$ cat src/rtl/pipe_stage_reg_pkg.sv
// -----------------------------------------------------------------------------
// pipe_stage_reg_pkg
//   Shared definitions for the pipeline stage register family:
//     - stage_state_e : occupancy state of one stage register (EMPTY/ONE/FULL2)
//     - default control/data widths for each CPU stage boundary
//     - state_occupancy(): number of entries held in a given state
// -----------------------------------------------------------------------------
package pipe_stage_reg_pkg;

  typedef enum logic [1:0] {
    ST_EMPTY = 2'd0,  // nothing held, out_valid low
    ST_ONE   = 2'd1,  // main register holds the head entry
    ST_FULL2 = 2'd2   // main holds the head, skid holds the next entry
  } stage_state_e;

  // ID/EX: regwrite, memtoreg, branch, jump, memread, memwrite, alusrc, aluop[1:0]
  localparam int ID_EX_CTRL_W  = 9;
  // ID/EX: read1 32 + read2 32 + imm 32 + rt 5 + rd 5
  localparam int ID_EX_DATA_W  = 106;
  // EX/MEM: jump, branch, memread, memwrite, regwrite, memtoreg
  localparam int EX_MEM_CTRL_W = 6;
  // EX/MEM: aluResult 32 + read2 32 + regDst 5
  localparam int EX_MEM_DATA_W = 69;
  // MEM/WB: regwrite, memtoreg
  localparam int MEM_WB_CTRL_W = 2;
  // MEM/WB: readData 32 + aluResult 32 + regDst 5
  localparam int MEM_WB_DATA_W = 69;

  function automatic logic [1:0] state_occupancy(input stage_state_e st);
    case (st)
      ST_ONE:   return 2'd1;
      ST_FULL2: return 2'd2;
      default:  return 2'd0;
    endcase
  endfunction

endpackage

$ cat src/rtl/pipe_stage_reg_if.sv
// -----------------------------------------------------------------------------
// pipe_stage_reg_if
//   valid/ready handshake bundle carrying one pipeline entry.
//   Signals:
//     valid  producer presents an entry
//     ready  consumer accepts the entry this cycle
//     ctrl   control bits (CTRL_W)
//     data   data bits (DATA_W)
//   Modports:
//     master  producer side (drives valid/ctrl/data, samples ready)
//     slave   consumer side (drives ready, samples valid/ctrl/data)
// -----------------------------------------------------------------------------
interface pipe_stage_reg_if #(
  parameter int CTRL_W = 6,
  parameter int DATA_W = 69
);

  logic              valid;
  logic              ready;
  logic [CTRL_W-1:0] ctrl;
  logic [DATA_W-1:0] data;

  modport master (output valid, output ctrl, output data, input  ready);
  modport slave  (input  valid, input  ctrl, input  data, output ready);

endinterface

$ cat src/rtl/pipe_stage_reg.sv
// -----------------------------------------------------------------------------
// pipe_stage_reg
//   Parametrised pipeline stage register between two CPU stages. Entries move
//   with a valid/ready handshake and appear downstream one cycle after they are
//   accepted. With SKID=1 a second (skid) register lets in_ready be a pure
//   register decode, cutting the combinational ready path from downstream.
//   With SKID=0 only the main register exists and in_ready depends on out_ready.
//
// Parameters
//   CTRL_W  control field width, forced to 0 on bubbles
//   DATA_W  data field width
//   SKID    1 = two entries, registered in_ready; 0 = one entry, comb in_ready
//
// Ports
//   clk        rising-edge clock
//   startin_n  synchronous active-low reset
//   flush      synchronous discard of all held entries (taken branch/jump)
//   up         upstream side   (in_valid/in_ready/in_ctrl/in_data)
//   dn         downstream side (out_valid/out_ready/out_ctrl/out_data)
//   occupancy  number of entries currently held (0..2)
// -----------------------------------------------------------------------------
module pipe_stage_reg
  import pipe_stage_reg_pkg::*;
#(
  parameter int          CTRL_W = EX_MEM_CTRL_W,
  parameter int          DATA_W = EX_MEM_DATA_W,
  parameter int unsigned SKID   = 1
) (
  input  logic                   clk,
  input  logic                   startin_n,
  input  logic                   flush,
  pipe_stage_reg_if.slave        up,
  pipe_stage_reg_if.master       dn,
  output logic [1:0]             occupancy
);

  stage_state_e      state;
  logic [CTRL_W-1:0] main_ctrl;
  logic [DATA_W-1:0] main_data;
  logic [CTRL_W-1:0] skid_ctrl;
  logic [DATA_W-1:0] skid_data;

  logic accept;   // entry enters the stage at this edge
  logic deliver;  // head entry leaves the stage at this edge

  assign dn.valid  = (state != ST_EMPTY);
  // Bubbles must never carry write/branch enables, so gate the control field.
  assign dn.ctrl   = dn.valid ? main_ctrl : '0;
  assign dn.data   = main_data;
  assign occupancy = state_occupancy(state);

  generate
    if (SKID != 0) begin : g_skid_ready
      // Pure state decode: downstream ready never reaches upstream in one cycle.
      assign up.ready = (state != ST_FULL2);
    end else begin : g_comb_ready
      // Single entry: a slot frees up in the same cycle the head is consumed.
      assign up.ready = (state == ST_EMPTY) | dn.ready;
    end
  endgenerate

  assign accept  = up.valid & up.ready;
  assign deliver = dn.valid & dn.ready;

  // NOTE: every register here is updated with <= so all of them see the
  // pre-edge values of the others; blocking = would make the skid->main move
  // order-dependent.
  always_ff @(posedge clk) begin
    if (!startin_n) begin
      // NOTE: data registers are reset too, so out_data reads 0 after reset
      // instead of X; these are single registers, not a RAM array.
      state     <= ST_EMPTY;
      main_ctrl <= '0;
      main_data <= '0;
      skid_ctrl <= '0;
      skid_data <= '0;
    end else if (flush) begin
      // Same-cycle input is dropped; a same-cycle output transfer has already
      // been seen downstream. Data is left as-is, only ctrl is scrubbed.
      state     <= ST_EMPTY;
      main_ctrl <= '0;
      skid_ctrl <= '0;
    end else begin
      // NOTE: the default arm closes the case so no path leaves state
      // unassigned; unreachable encodings recover to EMPTY.
      case (state)
        ST_EMPTY: begin
          if (accept) begin
            main_ctrl <= up.ctrl;
            main_data <= up.data;
            state     <= ST_ONE;
          end
        end
        ST_ONE: begin
          if (accept && deliver) begin
            main_ctrl <= up.ctrl;
            main_data <= up.data;
          end else if (deliver) begin
            state <= ST_EMPTY;
          end else if (accept && (SKID != 0)) begin
            // Head is stalled: park the new entry behind it.
            skid_ctrl <= up.ctrl;
            skid_data <= up.data;
            state     <= ST_FULL2;
          end
        end
        ST_FULL2: begin
          // in_ready is low here, so only the skid->main move can happen.
          if (deliver) begin
            main_ctrl <= skid_ctrl;
            main_data <= skid_data;
            state     <= ST_ONE;
          end
        end
        default: state <= ST_EMPTY;
      endcase
    end
  end

endmodule
$ cat src/flat_wrapper.sv
// flat-port wrapper written by rule: the top's interface ports become plain ports
module pipe_stage_reg_flat import pipe_stage_reg_pkg::*;
#(
  parameter int          CTRL_W = EX_MEM_CTRL_W,
  parameter int          DATA_W = EX_MEM_DATA_W,
  parameter int unsigned SKID   = 1
)
  (clk, startin_n, flush, occupancy, up_valid, up_ctrl, up_data, up_ready, dn_valid, dn_ctrl, dn_data, dn_ready);
  pipe_stage_reg_if #(.CTRL_W(CTRL_W), .DATA_W(DATA_W)) up_i ();
  pipe_stage_reg_if #(.CTRL_W(CTRL_W), .DATA_W(DATA_W)) dn_i ();
  input  logic clk;
  input  logic startin_n;
  input  logic flush;
  output logic [1:0] occupancy;
  input wire logic [$bits(up_i.valid)-1:0] up_valid;
  input wire logic [$bits(up_i.ctrl)-1:0] up_ctrl;
  input wire logic [$bits(up_i.data)-1:0] up_data;
  output wire logic [$bits(up_i.ready)-1:0] up_ready;
  output wire logic [$bits(dn_i.valid)-1:0] dn_valid;
  output wire logic [$bits(dn_i.ctrl)-1:0] dn_ctrl;
  output wire logic [$bits(dn_i.data)-1:0] dn_data;
  input wire logic [$bits(dn_i.ready)-1:0] dn_ready;
  assign up_i.valid = up_valid;
  assign up_i.ctrl = up_ctrl;
  assign up_i.data = up_data;
  assign up_ready = up_i.ready;
  assign dn_valid = dn_i.valid;
  assign dn_ctrl = dn_i.ctrl;
  assign dn_data = dn_i.data;
  assign dn_i.ready = dn_ready;
  pipe_stage_reg #(.CTRL_W(CTRL_W), .DATA_W(DATA_W), .SKID(SKID)) u_core (.clk(clk), .startin_n(startin_n), .flush(flush), .up(up_i), .dn(dn_i), .occupancy(occupancy));
endmodule
$ cat config.mk
export PLATFORM = sky130hd
export DESIGN_NAME = pipe_stage_reg_flat
export DESIGN_NICKNAME = d
export VERILOG_FILES = /design/src/rtl/pipe_stage_reg_pkg.sv /design/src/rtl/pipe_stage_reg_if.sv /design/src/rtl/pipe_stage_reg.sv /design/src/flat_wrapper.sv
export SDC_FILE = /design/constraint.sdc
export NUM_CORES = 1
export LEC_CHECK = 0
export BUFFER_PORTS_ARGS = -buffer_cell sky130_fd_sc_hd__buf_2
export CAP_MARGIN = 20
export CORE_MARGIN = 2
export CORE_UTILIZATION = 50
export CTS_CLUSTER_SIZE = 25
export DETAILED_ROUTE_END_ITERATION = 6
export HOLD_SLACK_MARGIN = 0.12
export PLACE_DENSITY_LB_ADDON = 0.08
export SLEW_MARGIN = 0
export SYNTH_ARGS = -nofsm -noshare
export SYNTH_HDL_FRONTEND = slang
export SYNTH_SLANG_ARGS = --single-unit
$ cat constraint.sdc
create_clock -name clk -period 1.88 [get_ports clk]
set_clock_uncertainty 0.15 [all_clocks]
set_input_delay 0 -clock clk [delete_from_list [all_inputs] [get_ports clk]]
set_output_delay 0 -clock clk [all_outputs]
set_load 0.02 [all_outputs]
==> results by group <==
Power and ir drop
  – Pleak: 3.64 nW
  – Worst vdd ir: a little under 0.6 mV
  – PwrDens: 837 nW/um2

Yosys
  – #FFs+latches synth: 152
  – Post-Syn Nets: 851
  – Count of warnings emitted by yosys: 0
  – Synth unique cells: 27
  – Avg Inst Size Synth: 8.71 um2
  – Mapped cell area: 6710 um2
  – Cell count after synthesis: approximately 770
  – Register area share after synthesis: 0.453

Layout
  – Nets@finish: 1052
  – P&R area growth vs syn: 34.3%
  – Final instance area: 9010 um2
  – Layout cells sized above 1: 0.215
  – Most common cell after layout, fill and taps aside: nand2_1
  – Most frequent cells in the layout: nand2_1, buf_2, dfxtp_1

Clock tree
  – CTS Buf Count: 17
  – Htree depth: 4
  – Setup bufs post-CTS: 0
  – Worst-path clk slew: 0.06 ns
  – Clk_lat worst skew: 0.42 ns
  – CTS tree: built
  – Clock Tree Buf Depth: 2
  – TritonCTS Sinks: around 150
  – Root buffer cell: clkbuf_16

STA
  – Final TNS setup: 0 ns
  – Final slew viol count: 0
  – Slew margin rel.: 0.638
  – Final period util: 0.923
  – Endpoints failing hold: 0
  – Final min period: 1.74 ns
  – Unrepaired setup endpoints after global routing: false
  – Count of final setup violators: 0
  – FMAX: 576 MHz
  – Slew @ Worst Pin: 0.543 ns

Floorplan
  – Row count: 42
  – Die area: 14400 um2
  – Top Ports: roughly 160
  – Effective utilization at floorplan: 0.509
  – Die X: between 100 and 150 um
  – Die Y: about 120 um
  – Core footprint: 13200 um2

Setup path
  – Startpoint Class: flop
  – Worst Path Required: 2.02 ns
  – CP arrival: 1.88 ns
  – Worst flop-to-flop path startpoint: u_core.state[1]
  – Crit-path max FO: 9
  – CP endpoint kind: flop
  – Crit Path Class: reg -> reg
  – Slowest CP cell: nor4bb_1
  – Crit. Startpoint: u_core.state[1]
  – Worst-path cell chain: nor4bb_1, buf_4, mux2i_1, nor2_1
  – Slowest Stage Delay on Critical Path: 0.52 ns

Route
  – Final ANT Viol Nets: 0
  – Via count: 6193
  – Routed wire length: 17.5 mm
  – Post-route DRC: 0
  – Routed length per instance: 15.1 um
  – Drt pass-1 iters: 5
  – DR iter-0 viols: 442
  – Vias per cell: 5.33

Placed design
  – Detailed placer's ending HPWL: 10.7 mm
  – Placed cell area: roughly 7700 um2
  – GP Congestion: 0.783
  – Port Buf Inserts: 158

Global route
  – Largest net degree at the start of global routing: 57
  – Vias in the first global route: ~6000
  – All-Layer GR Usage: 0.252
  – Total congestion overflow: 0
  – Initial antenna violation count: 1
  – Global-route wire length before repair: ~29 mm

Status
  – Status: complete, no violations

Worst hold path
  – Worst hold path type: in -> reg
  – Beginning of the worst hold path: up_data[20]

Job
  – Maxcap violations: 0
-- cell type report --
cell class | count | area (um2)
multi-input cells | 544 | 3330
clock buffers | 21 | 460
diodes | 1 | 2.50
inverters | 2 | 7.51
flip-flops and latches | 152 | 3040
fillers | 1078 | 4180
repair buffers | 255 | 1840
well taps | 176 | 220
clock inverters | 10 | 103
-- through the flow --
stage / worst slack, ns / power [W] / utilization / hold slack (ns) / std cells
2_1_floorplan: 0.245 / 0.00389 / - / -0.0772 / 771
3_3_place_gp: 0.195 / 0.00418 / 0.580 / 0.0995 / 1050
3_5_place_dp: 0.164 / 0.00419 / 0.580 / 0.105 / 1050
4_1_cts: 0.146 / 0.00759 / 0.683 / 0.199 / 1160
5_1_grt: 0.00932 / 0.00783 / 0.683 / 0.227 / 1161
6_report: 0.144 / 0.00754 / 0.683 / 0.212 / 1161
-- Yosys cell counts --
master | number | area share
buf_4 | 4 | 0.0045
nand3b_1 | 2 | 0.0022
nand2b_1 | 4 | 0.0037
o22a_1 | 1 | 0.0013
nand2_1 | 219 | 0.12
inv_1 | 1 | 0.00056
o21a_1 | 1 | 0.0011
nor3_2 | 1 | 0.0015
o21ai_1 | 69 | 0.051
o21ai_2 | 1 | 0.0013
nor4bb_1 | 1 | 0.0015
a311oi_1 | 6 | 0.0078
a21boi_1 | 69 | 0.077
mux2i_1 | 7 | 0.010
nor2_1 | 14 | 0.0078
mux2_1 | 69 | 0.12
buf_1 | 3 | 0.0017
clkbuf_1 | 39 | 0.022
nand2b_2 | 1 | 0.0013
a21boi_0 | 1 | 0.0011
buf_6 | 4 | 0.0067
nor2b_1 | 8 | 0.0075
dfxtp_1 | 152 | 0.45
o211ai_1 | 69 | 0.077
a211oi_1 | 1 | 0.0011
inv_2 | 1 | 0.00056
buf_2 | 23 | 0.017
-- sequential cells by signal, summed over array words and instances (netlist names) --
name and flops:
u_core.dn.data 69, u_core.skid_data 69, u_core.main_ctrl 6, u_core.skid_ctrl 6, u_core.state 2
-- routing by layer --
metal	share of wire	global-route usage
met1	0.43	0.298
met2	0.49	0.439
met3	0.051	0.0504
met4	0.027	0.113
met5	0	0
-- critical path: cells and delay by family (launching register included) --
kind | cells | cell delay, ns
AND/OR/NAND/NOR | 2 | 0.58
flip-flops | 1 | 0.40
buffers and inverters | 1 | 0.27
multiplexers | 1 | 0.21
-- cell families (layout without fill, tap and decap cells) --
logic type             count (synthesis)  after routing  share of synthesized area
other                                  0              1                          0
AO/OA/AOI/OAI                        218            218                      0.220
flip-flops                           152            152                      0.453
AND/OR/NAND/NOR                      250            250                      0.148
buffers and inverters                 75            288                     0.0529
multiplexers                          76             76                      0.126
-- report_power, final --
group / leakage [nW] / internal (W) / switching (W)
clock: 0.282 / 0.00200 / 0.00129
combinational: 2.12 / 0.000400 / 0.000484
sequential: 1.23 / 0.00332 / 0.0000526
-- final timing paths --
path | end | slack (ns) | cells past startpoint
max | u_core.skid_ctrl[5] | 0.14 | 4
min | u_core.skid_data[20] | 0.21 | 4
max reg2reg | u_core.skid_ctrl[5] | 0.14 | 4
min reg2reg | u_core.skid_data[41] | 0.30 | 2
-- what timing repair did --
| item | 4_1_cts | 5_1_grt |
|---|---|---|
| gates resized for setup | 0 | 0 |
| endpoints found under the hold margin | 152 | 0 |
| hold buffers | 79 | 0 |
| setup endpoints to repair | 0 | 0 |
No activity file was read; power rests on OpenSTA's default activity.
